## config.mk

```make
export PLATFORM = sky130hd
export DESIGN_NAME = store_stream_guard
export DESIGN_NICKNAME = d
export VERILOG_FILES = /design/src/rtl/store_stream_guard.sv
export SDC_FILE = /design/constraint.sdc
export NUM_CORES = 2
export LEC_CHECK = 0
export ABC_AREA = 1
export BUFFER_PORTS_ARGS = -buffer_cell sky130_fd_sc_hd__buf_4
export CAP_MARGIN = 30
export CORE_ASPECT_RATIO = 0.7
export CORE_MARGIN = 1
export CORE_UTILIZATION = 25
export CTS_CLUSTER_DIAMETER = 120
export CTS_CLUSTER_SIZE = 8
export DETAILED_ROUTE_END_ITERATION = 16
export GPL_ROUTABILITY_DRIVEN = 0
export GPL_TIMING_DRIVEN = 0
export PLACE_DENSITY_LB_ADDON = 0.12
export SLEW_MARGIN = 20
export SYNTH_ARGS = -nofsm -noshare
export SYNTH_HDL_FRONTEND = slang
export SYNTH_SLANG_ARGS = --single-unit
```

## constraint.sdc

```tcl
create_clock -name clk_i -period 13.5 [get_ports clk_i]
set_clock_uncertainty 0.1 [all_clocks]
set_input_delay 2.7 -clock clk_i [delete_from_list [all_inputs] [get_ports clk_i]]
set_output_delay 2.7 -clock clk_i [all_outputs]
set_load 0.05 [all_outputs]
```

## src/rtl/store_stream_guard.sv

```systemverilog
`default_nettype none
// ============================================================================
// store_stream_guard : follows contiguous store streams, keeps long ones as
// overflow ranges, and flags an indirect jump that follows a load into one.
// Revision: 1.0
// ============================================================================

module store_stream_guard #(
    parameter int NR_STREAMS = 4,
    parameter int REC_DEPTH  = 8,
    parameter int ADDR_W     = 32,
    parameter int MIN_SPAN   = 32,
    parameter int TIMEOUT    = 10
) (
    input  logic                         clk_i,
    input  logic                         rst_ni,
    input  logic                         flush_i,
    input  logic                         crash_en_i,
    input  logic                         valid_i,
    input  logic [1:0]                   op_i,
    input  logic [2:0]                   size_i,
    input  logic [ADDR_W-1:0]            addr_i,
    input  logic                         skip_i,
    output logic                         hit_o,
    output logic                         crash_o,
    output logic                         rec_wr_o,
    output logic [$clog2(REC_DEPTH):0]   rec_count_o
);

    localparam int SIDX_W = (NR_STREAMS > 1) ? $clog2(NR_STREAMS) : 1;
    localparam int PTR_W  = (REC_DEPTH > 1) ? $clog2(REC_DEPTH) : 1;
    localparam int RCNT_W = $clog2(REC_DEPTH) + 1;
    localparam int SCNT_W = 16;
    localparam int AGE_W  = 4;
    localparam logic [SCNT_W-1:0] MIN_SPAN_C = SCNT_W'(MIN_SPAN);
    localparam logic [AGE_W-1:0]  TIMEOUT_C  = AGE_W'(TIMEOUT);
    localparam logic [RCNT_W-1:0] REC_FULL_C = RCNT_W'(REC_DEPTH);

    logic [NR_STREAMS-1:0] active_q, active_d;
    logic [ADDR_W-1:0]     start_q [NR_STREAMS], start_d [NR_STREAMS];
    logic [ADDR_W-1:0]     last_addr_q [NR_STREAMS], last_addr_d [NR_STREAMS];
    logic [2:0]            last_size_q [NR_STREAMS], last_size_d [NR_STREAMS];
    logic [SCNT_W-1:0]     count_q [NR_STREAMS], count_d [NR_STREAMS];
    logic [AGE_W-1:0]      age_q [NR_STREAMS], age_d [NR_STREAMS];
    logic [REC_DEPTH-1:0]  rec_valid_q, rec_valid_d;
    logic [ADDR_W-1:0]     rec_lo_q [REC_DEPTH], rec_lo_d [REC_DEPTH];
    logic [ADDR_W:0]       rec_hi_q [REC_DEPTH], rec_hi_d [REC_DEPTH];
    logic [PTR_W-1:0]      wr_ptr_q, wr_ptr_d;
    logic [RCNT_W-1:0]     rec_count_q, rec_count_d;
    logic                  taint_q, taint_d, hit_q, hit_d;
    logic                  crash_q, crash_d, rec_wr_q, rec_wr_d;

    logic [ADDR_W:0]       end_w [NR_STREAMS];
    logic [ADDR_W:0]       hi_w [NR_STREAMS];
    logic [NR_STREAMS-1:0] match_v, stream_hit;
    logic [REC_DEPTH-1:0]  rec_hit;
    logic                  is_store, is_load, is_jump, upd_match;
    logic                  match_found, free_found, to_found, do_evict, close_valid;
    logic [SIDX_W-1:0]     match_idx, free_idx, to_idx, evict_idx, alloc_idx, close_idx;
    logic [AGE_W-1:0]      evict_age;
    logic [SCNT_W:0]       count_sum;

    assign is_store = valid_i && (op_i == 2'd1) && !skip_i;
    assign is_load  = valid_i && (op_i == 2'd2);
    assign is_jump  = valid_i && (op_i == 2'd3);

    // end_w keeps the carry so a stream ending at the top of memory never matches
    for (genvar gi = 0; gi < NR_STREAMS; gi++) begin : g_stream
        assign end_w[gi]      = {1'b0, last_addr_q[gi]} + {{(ADDR_W-2){1'b0}}, last_size_q[gi]};
        assign hi_w[gi]       = end_w[gi] - {{ADDR_W{1'b0}}, 1'b1};
        assign match_v[gi]    = active_q[gi] && !end_w[gi][ADDR_W]
                                && (end_w[gi][ADDR_W-1:0] == addr_i);
        assign stream_hit[gi] = active_q[gi] && (addr_i >= start_q[gi])
                                && ({1'b0, addr_i} <= hi_w[gi]);
    end

    for (genvar gj = 0; gj < REC_DEPTH; gj++) begin : g_rec
        assign rec_hit[gj] = rec_valid_q[gj] && (addr_i >= rec_lo_q[gj])
                             && ({1'b0, addr_i} <= rec_hi_q[gj]);
    end

    always_comb begin
        match_found = 1'b0;
        match_idx   = '0;
        free_found  = 1'b0;
        free_idx    = '0;
        for (int i = NR_STREAMS - 1; i >= 0; i--) begin
            if (match_v[i]) begin
                match_found = 1'b1;
                match_idx   = SIDX_W'(i);
            end
            if (!active_q[i]) begin
                free_found = 1'b1;
                free_idx   = SIDX_W'(i);
            end
        end
        // the stream being extended this cycle is not a timeout candidate
        to_found = 1'b0;
        to_idx   = '0;
        for (int i = NR_STREAMS - 1; i >= 0; i--) begin
            if (active_q[i] && (age_q[i] == '0)
                && !(is_store && match_found && (match_idx == SIDX_W'(i)))) begin
                to_found = 1'b1;
                to_idx   = SIDX_W'(i);
            end
        end
        evict_idx = '0;
        evict_age = age_q[0];
        for (int i = 1; i < NR_STREAMS; i++) begin
            if (age_q[i] < evict_age) begin
                evict_age = age_q[i];
                evict_idx = SIDX_W'(i);
            end
        end
    end

    assign upd_match   = is_store && match_found;
    assign do_evict    = is_store && !match_found && !free_found;
    assign alloc_idx   = free_found ? free_idx : evict_idx;
    assign close_valid = do_evict || to_found;
    assign close_idx   = do_evict ? evict_idx : to_idx;

    always_comb begin
        active_d    = active_q;
        start_d     = start_q;
        last_addr_d = last_addr_q;
        last_size_d = last_size_q;
        count_d     = count_q;
        age_d       = age_q;
        rec_valid_d = rec_valid_q;
        rec_lo_d    = rec_lo_q;
        rec_hi_d    = rec_hi_q;
        wr_ptr_d    = wr_ptr_q;
        rec_count_d = rec_count_q;
        taint_d     = taint_q;
        hit_d       = 1'b0;
        crash_d     = 1'b0;
        rec_wr_d    = 1'b0;
        count_sum   = '0;

        if (valid_i) begin
            for (int i = 0; i < NR_STREAMS; i++) begin
                if (active_q[i] && !(upd_match && (match_idx == SIDX_W'(i))) && (age_q[i] != '0))
                    age_d[i] = age_q[i] - AGE_W'(1);
            end
        end

        if (close_valid) begin
            active_d[close_idx] = 1'b0;
            if (count_q[close_idx] >= MIN_SPAN_C) begin
                rec_valid_d[wr_ptr_q] = 1'b1;
                rec_lo_d[wr_ptr_q]    = start_q[close_idx];
                rec_hi_d[wr_ptr_q]    = hi_w[close_idx];
                wr_ptr_d              = wr_ptr_q + PTR_W'(1);
                rec_wr_d              = 1'b1;
                if (rec_count_q != REC_FULL_C)
                    rec_count_d = rec_count_q + RCNT_W'(1);
            end
        end

        // allocation runs after the close so an evicted slot is reused at once
        if (is_store) begin
            if (match_found) begin
                count_sum              = {1'b0, count_q[match_idx]} + {{(SCNT_W-2){1'b0}}, size_i};
                last_addr_d[match_idx] = addr_i;
                last_size_d[match_idx] = size_i;
                count_d[match_idx]     = count_sum[SCNT_W] ? '1 : count_sum[SCNT_W-1:0];
                age_d[match_idx]       = TIMEOUT_C;
            end else begin
                active_d[alloc_idx]    = 1'b1;
                start_d[alloc_idx]     = addr_i;
                last_addr_d[alloc_idx] = addr_i;
                last_size_d[alloc_idx] = size_i;
                count_d[alloc_idx]     = {{(SCNT_W-3){1'b0}}, size_i};
                age_d[alloc_idx]       = TIMEOUT_C;
            end
        end

        if (is_load) begin
            hit_d   = (|stream_hit) || (|rec_hit);
            taint_d = hit_d;
        end
        if (is_jump) begin
            crash_d = taint_q && crash_en_i;
            taint_d = 1'b0;
        end

        if (flush_i) begin
            active_d    = '0;
            rec_valid_d = '0;
            wr_ptr_d    = '0;
            rec_count_d = '0;
            taint_d     = 1'b0;
            hit_d       = 1'b0;
            crash_d     = 1'b0;
            rec_wr_d    = 1'b0;
        end
    end

    always_ff @(posedge clk_i or negedge rst_ni) begin
        if (!rst_ni) begin
            active_q    <= '0;
            rec_valid_q <= '0;
            wr_ptr_q    <= '0;
            rec_count_q <= '0;
            taint_q     <= 1'b0;
            hit_q       <= 1'b0;
            crash_q     <= 1'b0;
            rec_wr_q    <= 1'b0;
            for (int i = 0; i < NR_STREAMS; i++) begin
                start_q[i]     <= '0;
                last_addr_q[i] <= '0;
                last_size_q[i] <= '0;
                count_q[i]     <= '0;
                age_q[i]       <= '0;
            end
            for (int j = 0; j < REC_DEPTH; j++) begin
                rec_lo_q[j] <= '0;
                rec_hi_q[j] <= '0;
            end
        end else begin
            active_q    <= active_d;
            rec_valid_q <= rec_valid_d;
            wr_ptr_q    <= wr_ptr_d;
            rec_count_q <= rec_count_d;
            taint_q     <= taint_d;
            hit_q       <= hit_d;
            crash_q     <= crash_d;
            rec_wr_q    <= rec_wr_d;
            for (int i = 0; i < NR_STREAMS; i++) begin
                start_q[i]     <= start_d[i];
                last_addr_q[i] <= last_addr_d[i];
                last_size_q[i] <= last_size_d[i];
                count_q[i]     <= count_d[i];
                age_q[i]       <= age_d[i];
            end
            for (int j = 0; j < REC_DEPTH; j++) begin
                rec_lo_q[j] <= rec_lo_d[j];
                rec_hi_q[j] <= rec_hi_d[j];
            end
        end
    end

    assign hit_o       = hit_q;
    assign crash_o     = crash_q;
    assign rec_wr_o    = rec_wr_q;
    assign rec_count_o = rec_count_q;

endmodule

`default_nettype wire
```

==> summary.txt <==
Status -> finished, final reports clean
RSZ-0062 raised after global routing -> no
Area leader, netlist -> dfrtp_1
Main combinational cell family by area after synthesis -> simple AND/OR/NAND/NOR gates
Chip Height -> 435.2 microns
H-Tree Depth -> 3
IO Pins -> 50
Inst Count DP -> 12860
Share of the synthesized area in the top cell type -> 33.26%
# hold bufs at CTS -> 0
Final core occ -> 28.75%
Initial core utilization -> 25.23%
Main flop type after synthesis -> dfrtp_1
Worst Path Arrival -> 10570 ps
Final Hold Fails -> 0
Pleak -> 35.97 nW
Compound-cell area share of the yosys netlist -> 12.09%
PD cells -> 104.8 nW/um^2
Post-CTS Setup Inserts -> 0
Post-synth net total -> 10090
Seq cells post-synth -> 891
Vias -> 67140
Max-cap viol count -> 0
Setup ws final -> 3462 ps
DR iter-0 viols -> 8372
Die ar. -> 270300 sq um
CTS tree -> done
CTS buffer count -> 121
Core area -> 265700 sq um
First-pass GRT wire length -> 474600 microns
Syn Inst Count -> 9229
Grt ovf -> 0
Pre-Repair DR Iteration Count -> 8
Layout cells sized above 1 -> 5.909%
Final setup vio count -> 0
Synth Area per Inst -> 7.264 sq um
Placement Setup Slack -> 2858 ps
Crit share post-route -> 74.36%
Area share of fa/ha/maj cells after synthesis -> 15.25%
Clk sinks -> 891
Area Growth Syn to Fin -> 13.97%
Via density -> 5.160
Simple-gate share of the synthesized area -> 27.89%
Layout Nets -> 10330
Worst R2R Start -> last_addr_q[32]
Clk pin slew, worst setup/hold paths -> 60 ps
Largest net degree at the start of global routing -> 132
Total GRT Usage -> 24.42%
Element type at the critical path start -> input pin
# DRC -> 0
Fin cells -> 13010
Row count -> 158
Crit path time final -> 10040 ps
Post-Route WL -> 335600 microns
CTS root buffer -> clkbuf_16
Vias in the first global route -> 62450
Slew @ Worst Pin -> 1094 ps
Setup TNS -> 0 ps
Crit path from -> addr_i[6]
Final Max Tran Viols -> 0
Slew Limit Headroom -> 26.43%
Post-synth ARST share -> 100.0%
F_max -> 0.09962 GHz
Yosys warnings -> 0
Source of the worst hold timing path -> rec_lo_q[138]
# resized after CTS -> 0
DP HPWL -> 253800 microns
Sequential area share after synthesis -> 33.26%
Post-synth EDFFs -> 0
Post-detailed-route count of antenna-violating nets -> 0
Clock Latency Late Sink -> 820 ps
Max Root-Sink Buffers -> 3
Port bufs -> 49
Crit Path Class -> input pin to register
Crit Path Max Fanout -> 25
Top cells by area, synth -> dfrtp_1 33%, ha_1 15%, nand2_1 14%
Mux share of post-synthesis cell area -> 0.01493%
Post-Synth XOR/XNOR Area -> 2.141%
VDD IR max -> 109.6 uV
Antenna violations before repair -> 39
Worst hold path type -> register to register
Die width -> 620.9 microns
Synthesized cell area -> 67040 sq um
WL/cell -> 25.79 microns
Req. time, crit path -> 14030 ps
CP endpoint kind -> register
Synth cell types -> 66
power breakdown:
| part | leakage (nW) | internal (mW) | switching [mW] | total (mW) |
|---|---|---|---|---|
| Combinational | 22.8 | 0.588 | 1.56 | 2.15 |
| Sequential | 11.6 | 2.81 | 0.123 | 2.93 |
| Clock | 1.57 | 1.58 | 1.35 | 2.93 |
state kept, by name, indices dropped and copies added (netlist names):
signal       flops
rec_hi_q       264
rec_lo_q       256
last_addr_q    128
start_q        128
count_q         64
age_q           16
last_size_q     12
rec_valid_q      8
active_q         4
rec_count_o      4
wr_ptr_q         3
crash_o          1
hit_o            1
rec_wr_o         1
taint_q          1
synth_stat cells (21+ instances only):
master     number
o21ai_0       627
nor4_1         46
nor3_1        103
nand2_1      2532
buf_6          23
a211oi_1       39
nor2_2         23
nand2_2        21
inv_1        1233
dfrtp_1       891
ha_1          809
nand3_1       475
nand4_1       428
xor2_1        119
nor2_1        645
buf_2          94
a21o_1         27
clkbuf_1      158
o21ai_1       142
o22ai_1        94
xnor2_1        32
a21oi_1       351
o2111ai_1      24
placed cells by master, fill, tap and decap left out, drive strengths merged, types with 19 or more instances in the layout:
cell / netlist / final
a211oi: 39 / 39
a21o: 27 / 27
a21oi: 351 / 351
buf: 152 / 269
clkbuf: 158 / 282
dfrtp: 891 / 891
ha: 809 / 809
inv: 1251 / 1252
nand2: 2554 / 2554
nand3: 488 / 488
nand4: 429 / 429
nor2: 676 / 676
nor3: 103 / 103
nor4: 46 / 46
o2111ai: 25 / 25
o211ai: 20 / 20
o21a: 19 / 19
o21ai: 770 / 770
o22ai: 94 / 94
xnor2: 32 / 32
xor2: 119 / 119
logic make-up after synthesis:
family | count (synthesis)
DFF | 891
muxes | 1
AOI/OAI and AO/OA | 1450
adders and majority gates | 814
buffers and inverters | 1568
and+or+nand+nor | 4349
xor gates and xnor gates | 156
path summary, 6_finish.rpt:
check	to	slack, ps	cells past startpoint
min in group asynchronous	last_addr_q[123]	1760	1
max reg2reg	rec_hi_q[219]	5350	29
min	rec_lo_q[138]	370	2
min reg2reg	rec_lo_q[138]	370	2
max in group asynchronous	rec_lo_q[6]	8150	6
max	rec_hi_q[219]	3460	24
metrics by stage:
step | instance area (sq um) | hold WS, ps | power [mW]
detailed placement | 72970 | 358.6 | 5.073
finish | 76400 | 367.6 | 8.009
global route | 76360 | 388.7 | 8.394
CTS | 76200 | 373.3 | 8.042
global placement | 71810 | 355.9 | 4.980
floorplan | 67040 | 341.9 | 4.065
final cells by class:
type	count	area, sq um
fill	29030	189300
multi-input combinational	6770	38630
sequential	891	22300
inverter	1258	4727
tap	3520	4404
clock buffer	122	3053
buffer	310	1595
timing repair buffer	119	1480
clock inverter	7	177.7
antenna	15	37.54
worst max-delay path, stage by stage:
cell and delay, ps:
buf_4 640, buf_2 650, inv_1 690, nand3_1 320, nand2_1 100, nor2_1 130
nand2_1 60, nor2_1 120, nand2_1 80, nor2_1 120, nand3_1 450, nand2_2 290
o21ai_2 230, nand2_1 220, nand3_1 170, nand2_1 110, inv_1 40, nand2_1 130
nand2_1 500, nand2_1 530, clkbuf_1 860, o22ai_1 370, nor2_2 700, o21ai_0 200
routing by layer:
layer  vias to the layer above  GRT usage, %  routed length (microns)
li1                      31110             -                        -
met4                         0         4.922                     7008
met1                     32780         38.86                   170900
met3                       377         6.663                    34210
met5                         -             0                        0
met2                      2875         31.68                   123400
Power figures use the tool's default switching activity.
